`config.mk`:
```
export PLATFORM = sky130hd
export DESIGN_NAME = modexp_pixel_sequencer_flat
export DESIGN_NICKNAME = d
export VERILOG_FILES = /design/src/rtl/modexp_pixel_sequencer_pkg.sv /design/src/rtl/modexp_pixel_sequencer_if.sv /design/src/rtl/modexp_pixel_sequencer_seq_addr_gen.sv /design/src/rtl/modexp_pixel_sequencer.sv /design/src/flat_wrapper.sv
export SDC_FILE = /design/constraint.sdc
export NUM_CORES = 1
export LEC_CHECK = 0
export ABC_AREA = 1
export CAP_MARGIN = 20
export CORE_ASPECT_RATIO = 0.6
export CORE_UTILIZATION = 49
export CTS_BUF_LIST = sky130_fd_sc_hd__clkbuf_2 sky130_fd_sc_hd__clkbuf_4 sky130_fd_sc_hd__clkbuf_8
export DETAILED_ROUTE_END_ITERATION = 8
export GPL_ROUTABILITY_DRIVEN = 0
export GPL_TIMING_DRIVEN = 0
export MAX_ROUTING_LAYER = met4
export PLACE_DENSITY = 0.87
export RECOVER_POWER = 25
export SKIP_CTS_REPAIR_TIMING = 1
export SYNTH_ARGS = -nofsm -noshare
export SYNTH_HDL_FRONTEND = slang
export SYNTH_HIERARCHICAL = 1
export SYNTH_SLANG_ARGS = --single-unit
```
`constraint.sdc`:
```
create_clock -name clk -period 3.4 [get_ports clk]
set_clock_uncertainty 0.2 [all_clocks]
set_input_delay 0.68 -clock clk [delete_from_list [all_inputs] [get_ports clk]]
set_output_delay 0.68 -clock clk [all_outputs]
set_load 0.02 [all_outputs]
```
`src/rtl/modexp_pixel_sequencer_pkg.sv`:
```
// Shared types and constants for the modexp pixel sequencer.
// Optional watchdog: define MODEXP_TIMEOUT_EN to enable the ME_WAIT timeout.
package modexp_seq_pkg;

  typedef enum logic [2:0] {
    S_IDLE,
    S_RD_REQ,
    S_RD_WAIT,
    S_ME_START,
    S_ME_WAIT,
    S_WR,
    S_DONE
  } seq_state_t;

  // Byte distance between consecutive 32-bit pixel words.
  localparam int ADDR_STEP = 4;

  // Bit position of the pixel inside a memory word.
  localparam int PIX_LSB = 0;

endpackage

```
`src/rtl/modexp_pixel_sequencer_if.sv`:
```
// Memory and modexp-unit bus seen by the pixel sequencer.
// master = sequencer side, slave = memory / modexp side.
interface modexp_pixel_sequencer_if #(
  parameter int ADDR_W = 32,
  parameter int DATA_W = 16
);

  logic [ADDR_W-1:0] mem_addr;
  logic              mem_rd;
  logic              mem_wr;
  logic [31:0]       mem_wdata;
  logic [31:0]       mem_rdata;
  logic [DATA_W-1:0] me_M;
  logic              me_start;
  logic              me_finished;
  logic [DATA_W-1:0] me_result;

  modport master (
    output mem_addr, mem_rd, mem_wr, mem_wdata, me_M, me_start,
    input  mem_rdata, me_finished, me_result
  );

  modport slave (
    input  mem_addr, mem_rd, mem_wr, mem_wdata, me_M, me_start,
    output mem_rdata, me_finished, me_result
  );

endinterface

```
`src/rtl/modexp_pixel_sequencer_seq_addr_gen.sv`:
```
// Source/destination pointers and completed-pixel counter for the sequencer.
// load restarts a job from the given bases; advance steps to the next pixel.
module seq_addr_gen
  import modexp_seq_pkg::*;
#(
  parameter int ADDR_W = 32,
  parameter int CNT_W  = 16
) (
  input  logic              clk,
  input  logic              reset,
  input  logic              load,
  input  logic              advance,
  input  logic [ADDR_W-1:0] src_base,
  input  logic [ADDR_W-1:0] dst_base,
  output logic [ADDR_W-1:0] src_ptr,
  output logic [ADDR_W-1:0] dst_ptr,
  output logic [CNT_W-1:0]  pix_done
);

  logic [ADDR_W-1:0] src_ptr_reg;
  logic [ADDR_W-1:0] dst_ptr_reg;
  logic [CNT_W-1:0]  pix_done_reg;

  // Pointer/counter update; pointers wrap naturally modulo 2^ADDR_W.
  always_ff @(posedge clk) begin
    if (reset) begin
      src_ptr_reg  <= '0;
      dst_ptr_reg  <= '0;
      pix_done_reg <= '0;
    end else if (load) begin
      src_ptr_reg  <= src_base;
      dst_ptr_reg  <= dst_base;
      pix_done_reg <= '0;
    end else if (advance) begin
      src_ptr_reg  <= src_ptr_reg + ADDR_W'(ADDR_STEP);
      dst_ptr_reg  <= dst_ptr_reg + ADDR_W'(ADDR_STEP);
      pix_done_reg <= pix_done_reg + CNT_W'(1);
    end
  end

  assign src_ptr  = src_ptr_reg;
  assign dst_ptr  = dst_ptr_reg;
  assign pix_done = pix_done_reg;

endmodule

```
`src/rtl/modexp_pixel_sequencer.sv`:
```
// Streams encrypted pixels from memory through the modexp unit and writes
// the results back. Optional macro MODEXP_TIMEOUT_EN adds an ME_WAIT
// watchdog that raises a sticky error after TIMEOUT_CYC cycles.
module modexp_pixel_sequencer
  import modexp_seq_pkg::*;
#(
  parameter int ADDR_W      = 32,
  parameter int DATA_W      = 16,
  parameter int CNT_W       = 16,
  parameter int TIMEOUT_CYC = 4096
) (
  input  logic              clk,
  input  logic              reset,
  input  logic              start,
  input  logic [ADDR_W-1:0] src_base,
  input  logic [ADDR_W-1:0] dst_base,
  input  logic [CNT_W-1:0]  pix_count,
  output logic              busy,
  output logic              done,
  output logic              error,
  output logic [CNT_W-1:0]  pix_done,
  modexp_pixel_sequencer_if.master bus
);

  seq_state_t        state_reg;
  seq_state_t        state_next;
  logic [CNT_W-1:0]  count_reg;
  logic [DATA_W-1:0] me_m_reg;
  logic [DATA_W-1:0] result_reg;
  logic [ADDR_W-1:0] src_ptr;
  logic [ADDR_W-1:0] dst_ptr;
  logic              accept;
  logic              last_pix;
  logic              timeout_hit;
  logic              unused_rdata_hi;

  // Only the low pixel bits of a memory word carry data.
  assign unused_rdata_hi = ^bus.mem_rdata[31:DATA_W];

  assign accept   = (state_reg == S_IDLE) && start && (pix_count != '0);
  assign last_pix = (pix_done + CNT_W'(1)) == count_reg;

  seq_addr_gen #(
    .ADDR_W (ADDR_W),
    .CNT_W  (CNT_W)
  ) u_addr_gen (
    .clk      (clk),
    .reset    (reset),
    .load     (accept),
    .advance  (state_reg == S_WR),
    .src_base (src_base),
    .dst_base (dst_base),
    .src_ptr  (src_ptr),
    .dst_ptr  (dst_ptr),
    .pix_done (pix_done)
  );

`ifdef MODEXP_TIMEOUT_EN
  localparam int WD_W = $clog2(TIMEOUT_CYC + 1);

  logic [WD_W-1:0] wait_cnt_reg;
  logic            error_reg;

  // The last permitted ME_WAIT cycle is the one where the count reaches
  // TIMEOUT_CYC-1; finished in that same cycle still wins.
  assign timeout_hit = (state_reg == S_ME_WAIT) && !bus.me_finished &&
                       (wait_cnt_reg == WD_W'(TIMEOUT_CYC - 1));

  // Watchdog counter: cleared on the way into ME_WAIT, counts ME_WAIT cycles.
  always_ff @(posedge clk) begin
    if (reset) begin
      wait_cnt_reg <= '0;
    end else if (state_reg == S_ME_START) begin
      wait_cnt_reg <= '0;
    end else if (state_reg == S_ME_WAIT) begin
      wait_cnt_reg <= wait_cnt_reg + WD_W'(1);
    end
  end

  // Sticky error: set on timeout, cleared only by the next accepted job.
  always_ff @(posedge clk) begin
    if (reset) begin
      error_reg <= 1'b0;
    end else if (accept) begin
      error_reg <= 1'b0;
    end else if (timeout_hit) begin
      error_reg <= 1'b1;
    end
  end

  assign error = error_reg;
`else
  logic unused_timeout_cfg;

  assign unused_timeout_cfg = (TIMEOUT_CYC == 0);
  assign timeout_hit        = 1'b0;
  assign error              = 1'b0;
`endif

  // State register.
  always_ff @(posedge clk) begin
    if (reset) begin
      state_reg <= S_IDLE;
    end else begin
      state_reg <= state_next;
    end
  end

  // Next-state logic.
  always_comb begin
    state_next = state_reg;
    case (state_reg)
      S_IDLE: begin
        if (start) begin
          state_next = (pix_count != '0) ? S_RD_REQ : S_DONE;
        end
      end
      S_RD_REQ:   state_next = S_RD_WAIT;
      S_RD_WAIT:  state_next = S_ME_START;
      S_ME_START: state_next = S_ME_WAIT;
      S_ME_WAIT: begin
        if (bus.me_finished) begin
          state_next = S_WR;
        end else if (timeout_hit) begin
          state_next = S_DONE;
        end
      end
      S_WR:    state_next = last_pix ? S_DONE : S_RD_REQ;
      S_DONE:  state_next = S_IDLE;
      default: state_next = S_IDLE;
    endcase
  end

  // Output decode; address and write data are zero outside their access cycle.
  always_comb begin
    bus.mem_rd    = 1'b0;
    bus.mem_wr    = 1'b0;
    bus.mem_addr  = '0;
    bus.mem_wdata = '0;
    bus.me_start  = 1'b0;
    done          = 1'b0;
    busy          = (state_reg != S_IDLE) && (state_reg != S_DONE);
    case (state_reg)
      S_RD_REQ: begin
        bus.mem_rd   = 1'b1;
        bus.mem_addr = src_ptr;
      end
      S_ME_START: bus.me_start = 1'b1;
      S_WR: begin
        bus.mem_wr    = 1'b1;
        bus.mem_addr  = dst_ptr;
        bus.mem_wdata = {{(32 - DATA_W){1'b0}}, result_reg};
      end
      S_DONE:  done = 1'b1;
      default: ;
    endcase
  end

  assign bus.me_M = me_m_reg;

  // Job length, operand and result registers.
  always_ff @(posedge clk) begin
    if (reset) begin
      count_reg  <= '0;
      me_m_reg   <= '0;
      result_reg <= '0;
    end else begin
      if (accept) begin
        count_reg <= pix_count;
      end
      if (state_reg == S_RD_WAIT) begin
        me_m_reg <= bus.mem_rdata[PIX_LSB +: DATA_W];
      end
      if ((state_reg == S_ME_WAIT) && bus.me_finished) begin
        result_reg <= bus.me_result;
      end
    end
  end

endmodule
```
`src/flat_wrapper.sv`:
```
// flat-port wrapper written by rule: the top's interface ports become plain ports
module modexp_pixel_sequencer_flat import modexp_seq_pkg::*;
#(
  parameter int ADDR_W      = 32,
  parameter int DATA_W      = 16,
  parameter int CNT_W       = 16,
  parameter int TIMEOUT_CYC = 4096
)
  (clk, reset, start, src_base, dst_base, pix_count, busy, done, error, pix_done, bus_mem_addr, bus_mem_rd, bus_mem_wr, bus_mem_wdata, bus_me_M, bus_me_start, bus_mem_rdata, bus_me_finished, bus_me_result);
  modexp_pixel_sequencer_if #(.ADDR_W(ADDR_W), .DATA_W(DATA_W)) bus_i ();
  input  logic clk;
  input  logic reset;
  input  logic start;
  input  logic [ADDR_W-1:0] src_base;
  input  logic [ADDR_W-1:0] dst_base;
  input  logic [CNT_W-1:0] pix_count;
  output logic busy;
  output logic done;
  output logic error;
  output logic [CNT_W-1:0] pix_done;
  output wire logic [$bits(bus_i.mem_addr)-1:0] bus_mem_addr;
  output wire logic [$bits(bus_i.mem_rd)-1:0] bus_mem_rd;
  output wire logic [$bits(bus_i.mem_wr)-1:0] bus_mem_wr;
  output wire logic [$bits(bus_i.mem_wdata)-1:0] bus_mem_wdata;
  output wire logic [$bits(bus_i.me_M)-1:0] bus_me_M;
  output wire logic [$bits(bus_i.me_start)-1:0] bus_me_start;
  input wire logic [$bits(bus_i.mem_rdata)-1:0] bus_mem_rdata;
  input wire logic [$bits(bus_i.me_finished)-1:0] bus_me_finished;
  input wire logic [$bits(bus_i.me_result)-1:0] bus_me_result;
  assign bus_mem_addr = bus_i.mem_addr;
  assign bus_mem_rd = bus_i.mem_rd;
  assign bus_mem_wr = bus_i.mem_wr;
  assign bus_mem_wdata = bus_i.mem_wdata;
  assign bus_me_M = bus_i.me_M;
  assign bus_me_start = bus_i.me_start;
  assign bus_i.mem_rdata = bus_mem_rdata;
  assign bus_i.me_finished = bus_me_finished;
  assign bus_i.me_result = bus_me_result;
  modexp_pixel_sequencer #(.ADDR_W(ADDR_W), .DATA_W(DATA_W), .CNT_W(CNT_W), .TIMEOUT_CYC(TIMEOUT_CYC)) u_core (.clk(clk), .reset(reset), .start(start), .src_base(src_base), .dst_base(dst_base), .pix_count(pix_count), .busy(busy), .done(done), .error(error), .pix_done(pix_done), .bus(bus_i));
endmodule
```
## Yosys cells after proc, flatten, opt, wreduce, memory -nomap -nowiden

Index checks and enable logic that the tools add are counted.

- Flip-flop bits (word level): 131
- Input port bits: 132
- Output and inout bits: 102
- Logic and storage cells: 45

- Add/sub/neg operators: 3
- Equality and inequality tests: 10
- Muxes and demuxes: 15
- Reduce and logical (&&, ||, !) cells: 10

Operators by type and width:

| kind | number |
|---|---|
| 32-bit 2-to-1 mux | 4 |
| 32-bit by 3-bit adder with 32-bit output, second input constant | 2 |
| 32-bit case mux with 2 select lines | 1 |
| 3-bit case mux with 6 select lines | 1 |
| 16-bit by 1-bit adder with 16-bit output, second input constant | 1 |
| 16-bit == test | 1 |
| 16-bit 2-to-1 mux | 1 |
| 16-bit nonzero test | 1 |
| 3-bit 2-to-1 mux | 4 |
| 3-bit == test, second input constant | 3 |
| 3-bit by 2-bit == test with 1-bit output, second input constant | 2 |
| 1-bit logical AND | 4 |
| 1-bit 2-to-1 mux | 4 |
| 2-bit != test, second input constant | 2 |
| 3-bit by 1-bit == test with 1-bit output, second input constant | 1 |
| 3-bit zero test | 1 |
| 3-bit != test, second input constant | 1 |
| 3-bit nonzero test | 1 |
| 2-bit AND reduction | 1 |
| 2-bit nonzero test | 1 |
| 2-bit OR reduction | 1 |

## Longest topological paths before layout

- Word-level depth: 4
- Mapped depth: 14
- Depth with buffers taken out: 14

## Cells and area by module

Netlist, hierarchy kept.

Modules (own cells, without submodules):

| module | instances | cells each | area each (um^2) | sequential area each (um^2) |
|---|---|---|---|---|
| seq_addr_gen | 1 | 726 | 4867.2 | 1601.5 |
| modexp_pixel_sequencer | 1 | 477 | 3116.7 | 1021.0 |

## Least setup slack after synthesis

OpenSTA, ideal clock, no wires.

- Path type: in2reg
- Start point: input pix_count[7]
- End point: register u_core.u_addr_gen.dst_ptr_reg[30], in the netlist u_core/u_addr_gen/dst_ptr[30]
- Setup time: 109 ps
- Arrival: 2126 ps
- Data required time: 3091 ps
- Slack: 965 ps
- Cell stages on the path: 10
- Path buffers: 2
- Cell sequence: nor4_1 a31oi_1 nand2_1 inv_2 buf_2 inv_2 clkbuf_1 nand3_1 nand2_1 inv_1

- Word-level cells in the longest chain between the ends: 3

RTL lines:

| item | RTL line | source |
|---|---|---|
| start: declaration | flat_wrapper.sv:16 | `input logic [CNT_W-1:0] pix_count;` |
| 16-bit nonzero test (*) | modexp_pixel_sequencer.sv:40 | `assign accept = (state_reg == S_IDLE) && start && (pix_count != '0);` |
| 1-bit logical AND (*) | modexp_pixel_sequencer.sv:40 |  |
| via u_core.accept | modexp_pixel_sequencer.sv:32 | `logic accept;` |
| 32-bit 2-to-1 mux / 2-bit nonzero test (equally long branches) | - |  |
| end signal: assignment | modexp_pixel_sequencer_seq_addr_gen.sv:32 | `dst_ptr_reg <= dst_base;` |
| end signal: assignment | modexp_pixel_sequencer_seq_addr_gen.sv:36 | `dst_ptr_reg <= dst_ptr_reg + ADDR_W'(ADDR_STEP);` |
| end: declaration | modexp_pixel_sequencer_seq_addr_gen.sv:21 | `logic [ADDR_W-1:0] dst_ptr_reg;` |

Mark *: on every way through the listed nets, which the timed path passes. The rest lies on a longest branch.
A chain may end at the register's enable or synchronous reset.

## Worst setup path after layout

- Start point: register u_core.state_reg[2]
- End point: output bus_mem_addr[6]

- Word-level cells in the longest chain between the ends: 2

RTL lines:

| item | RTL line | source |
|---|---|---|
| start: declaration | modexp_pixel_sequencer.sv:25 | `seq_state_t state_reg;` |
| start signal: assignment | modexp_pixel_sequencer.sv:105 | `state_reg <= state_next;` |
| 3-bit == test / 3-bit by 1-bit == test with 1-bit output (equally long branches) | modexp_pixel_sequencer.sv:143 | `case (state_reg)` |
| 32-bit case mux with 2 select lines (*) | modexp_pixel_sequencer.sv:143 |  |
| end: declaration | flat_wrapper.sv:21 | `output wire logic [$bits(bus_i.mem_addr)-1:0] bus_mem_addr;` |

Mark *: on every way between the ends. The rest lies on a longest branch, timed or not.

==> impl_summary.log <==
INFO  metric hpwl = about 22 mm
INFO  metric die_x = 167 µm
INFO  metric cts.reportedPaths.clkPinSlew = about 80 ps
INFO  metric mappedNetlistArea = roughly 0.008 mm²
INFO  metric hold_viol_final = 0
INFO  metric post_synth_mux_area_share = 0
INFO  metric met2RoutedLength = 11.7 mm
INFO  metric ant_nets = 0
INFO  metric cp.arrival = 2410 ps
INFO  metric worstPathCellList = inv_1 > or2_2 > nor2_4 > buf_6 > a22o_1 > clkdlybuf4s50_1
INFO  metric clock_sink_count = 131
INFO  metric floorplan.die.height = a little over 100 µm
INFO  metric setup.worst_path.start_class = flop
INFO  metric via_count_of_the_first_global_routing_pass = around 8500
INFO  metric drt_pre_antenna_iters = 6
INFO  metric synth_adder_area_share = 0.00627
INFO  metric cts_tree = done
INFO  metric grt_total_ovfl = 0
INFO  metric synth_simple_gate_area_frac = 0.333
INFO  metric synthesis.yosys.warnings = 6
INFO  metric layout_setup_ws = 111 ps
INFO  metric top_layer_used = met4
INFO  metric area_delta_synth_final = 35.6%
INFO  metric vias_per_cell = between 5 and 6
INFO  metric worst_path_dominant_cell_family = buffers and inverters
INFO  metric cts_max_level = 4
INFO  metric hold_depth = 2
INFO  metric detail_route.iter0.violations = approximately 1200
INFO  metric rows = 35
INFO  metric synth_top_area_frac = 0.328
INFO  metric buffer_ports.inserted = 200
INFO  metric worst-slew-pin-transition = 641 ps
INFO  metric start_util = 0.511
INFO  metric mean_instance_size_in_the_synthesized_netlist = approximately 6.6 µm²
INFO  metric global_route_wire_length_before_repair = between 40 and 50 mm
INFO  metric delay_of_the_slowest_cell_on_the_worst_path = ~610 ps
INFO  metric final_net_count = 1579
INFO  metric synthDominantAreaCellType = sky130_fd_sc_hd__dfxtp_1
INFO  metric pin_count = approximately 230
INFO  metric count_of_state_elements_after_synthesis = between 100 and 150
INFO  metric detailroute.via_count = about 9300
INFO  metric critical_setup_path_class = reg -> out
INFO  metric critPathMaxFanout = 13
INFO  metric critical_path.endpoint_type = output port
INFO  metric met1_length = around 12 mm
INFO  metric synth-compound-area-share = 0.187
INFO  metric largest_net_degree_at_the_start_of_global_routing = 17
INFO  metric finish.cell_count_without_fillers = 1659
INFO  metric route.final.wire_length = around 28 mm
INFO  metric wl_met3 = 3.59 mm
INFO  metric setup_viol_count_final = 0
INFO  metric antenna_cells = 0
INFO  metric max_freq = 304 MHz
INFO  metric post-place-ws = -85.6 ps
INFO  metric slew-limit-headroom = 0.573
INFO  metric antenna_found_initial = 0
INFO  metric cts-buffers-inserted = 17
INFO  metric drc_markers = 0
INFO  metric globalRouteTotalUtil = 0.343
INFO  metric hold_path_origin = u_core/result_reg[8]
INFO  metric power.density = ~390 mW/mm²
INFO  metric final.min_clock_period = around 3300 ps
INFO  metric final_min_period_over_clock_period = 0.967
INFO  metric worst_reg_to_reg_path_cell_count = 9
INFO  metric synth_xor_area_frac = 0.0434
INFO  metric core_box_area = about 0.016 mm²
INFO  metric finalMaxSlewViolations = 0
INFO  metric fillerInstances = approximately 1300
INFO  metric cts.path.max_buffers = 2
INFO  metric critPathRequiredTime = 2520 ps
INFO  metric synthCells = roughly 1200
INFO  metric worstSetupStartpoint = u_core/state_reg[2]
INFO  metric cp_num_cells = 6
INFO  metric p_leak = between 4 and 5 nW
INFO  metric fraction_of_layout_cells_with_a_size_suffix_above_1 = 0.0955
INFO  metric number_of_placed_instances_taps_included = 1622
INFO  metric die_area = around 0.017 mm²
INFO  metric drv_cap = 0
INFO  metric cp.buffers_inverters = 3
INFO  metric post_drt_wl_per_cell = 16.8 µm
INFO  metric critical_register_to_register_path_startpoint = u_core/state_reg[2]
INFO  metric synthTopCellsByArea = sky130_fd_sc_hd__dfxtp_1, sky130_fd_sc_hd__nand2_1, sky130_fd_sc_hd__nor2_1, sky130_fd_sc_hd__nand3_1, sky130_fd_sc_hd__a21oi_1
INFO  metric outcome = completed
INFO  metric worstSkewPairLatency = between 400 and 500 ps
INFO  metric synth_cell_types = 43
INFO  metric synth_seq_area_share = 0.328
INFO  metric worst_ir_drop_vdd = approximately 0.00027 V
INFO  metric clock_tree.root_cell = sky130_fd_sc_hd__clkbuf_8
INFO  metric slowest_stage = sky130_fd_sc_hd__clkdlybuf4s50_1
INFO  metric dominant_combinational_cell_family_by_area_after_synthesis = simple AND/OR/NAND/NOR gates
INFO  metric hold_path_class = reg -> reg
-- power by group --
part	total (W)	switching (W)	internal (W)
Sequential	0.00186	0.000188	0.00168
Combinational	0.00101	0.000574	0.000435
Clock	0.00133	0.000717	0.000608
Total	0.00420	0.00148	0.00272
-- per-stage QoR --
stage	total power, W	area (µm²)	util	TNS (ps)	hold slack, ps
finish	0.00420	10800	0.693	0	256
global route	0.00439	10800	0.693	-5.74	279
CTS	0.00419	10700	0.683	-11230	258
detailed placement	0.00288	10300	0.659	-546	246
global placement	0.00284	10300	0.659	-54.7	241
floorplan	0.00242	8040	-	0	230
-- cells in the final DEF, fill, tap and decap left out, types with 3 or more instances in the layout --
master                              n
sky130_fd_sc_hd__nand2_1          251
sky130_fd_sc_hd__nor2_1           168
sky130_fd_sc_hd__clkdlybuf4s50_1  150
sky130_fd_sc_hd__dfxtp_1          131
sky130_fd_sc_hd__inv_1            118
sky130_fd_sc_hd__nand3_1           90
sky130_fd_sc_hd__a21oi_1           89
sky130_fd_sc_hd__o21ai_0           64
sky130_fd_sc_hd__a22oi_1           41
sky130_fd_sc_hd__dlymetal6s2s_1    33
sky130_fd_sc_hd__a22o_1            32
sky130_fd_sc_hd__buf_4             23
sky130_fd_sc_hd__xor2_1            23
sky130_fd_sc_hd__clkbuf_1          21
sky130_fd_sc_hd__nor2_4            20
sky130_fd_sc_hd__clkbuf_8          17
sky130_fd_sc_hd__dlygate4sd3_1     17
sky130_fd_sc_hd__nor2_2            17
sky130_fd_sc_hd__conb_1            17
sky130_fd_sc_hd__buf_2             15
sky130_fd_sc_hd__xnor2_1           12
sky130_fd_sc_hd__nand2_2           11
sky130_fd_sc_hd__nand4_1           10
sky130_fd_sc_hd__nor3_1            10
sky130_fd_sc_hd__o21ai_1           10
sky130_fd_sc_hd__inv_2              9
sky130_fd_sc_hd__inv_6              7
sky130_fd_sc_hd__a31oi_1            7
sky130_fd_sc_hd__ha_1               4
sky130_fd_sc_hd__and2_1             4
sky130_fd_sc_hd__nand2_4            3
-- metal layers --
metal,track usage,up-vias
li1,-,4397
met3,0.0903,81
met4,0.113,0
met2,0.496,600
met1,0.463,4206
met5,-,-
-- worst reg2reg max path, cell delays in order, from the launching register on --
cell                       delay [ps]
sky130_fd_sc_hd__dfxtp_1          350
sky130_fd_sc_hd__inv_1             50
sky130_fd_sc_hd__or2_2            310
sky130_fd_sc_hd__nor2_4           250
sky130_fd_sc_hd__buf_6            220
sky130_fd_sc_hd__inv_2            150
sky130_fd_sc_hd__nor2_4           310
sky130_fd_sc_hd__clkbuf_1         550
sky130_fd_sc_hd__nand3_1          150
sky130_fd_sc_hd__a21oi_1          190
-- final cells by class --
class	instances	area, µm²	share of cell area
clock buffers	18	241	0.0223
multi-input cells	899	4620	0.426
inverters	128	480	0.0444
flip-flops and latches	131	2620	0.242
repair buffers	205	2130	0.197
plain buffers	61	337	0.0311
well taps	203	254	0.0235
clock inverters	14	140	0.0129
-- cell families (layout without fill, tap and decap cells) --
logic type               count (synthesis)  count (layout)
XOR/XNOR                                37              37
other                                    1              17
AND/OR/NAND/NOR                        592             592
adder cells (fa/ha/maj)                  4               4
buffers and inverters                  189             426
AO/OA/AOI/OAI                          249             249
flip-flops                             131             131
-- worst paths after layout --
check                           slack (ps)                             to
worst min register to register         260           u_core/result_reg[8]
worst max register to register         610  u_core/u_addr_gen/dst_ptr[22]
worst min-delay path                   260           u_core/result_reg[8]
worst max-delay path                   110                bus_mem_addr[6]
-- synthesized netlist by cell type, drive strengths merged --
cell      n
xor2     24
or2       2
clkinv    1
a21o      1
a31oi     7
inv     127
conb      1
xnor2    12
a22oi    41
nor2    206
a21boi    2
o21a      1
nor3     11
ha        4
and2      4
nand4    10
nand3b    1
buf      42
a21oi    89
xor3      1
clkbuf   19
dfxtp   131
and3      1
nand3    90
a22o     32
nand2   265
o21ai    74
nor4      2
o21bai    2
(Power assumes the default switching activity.)
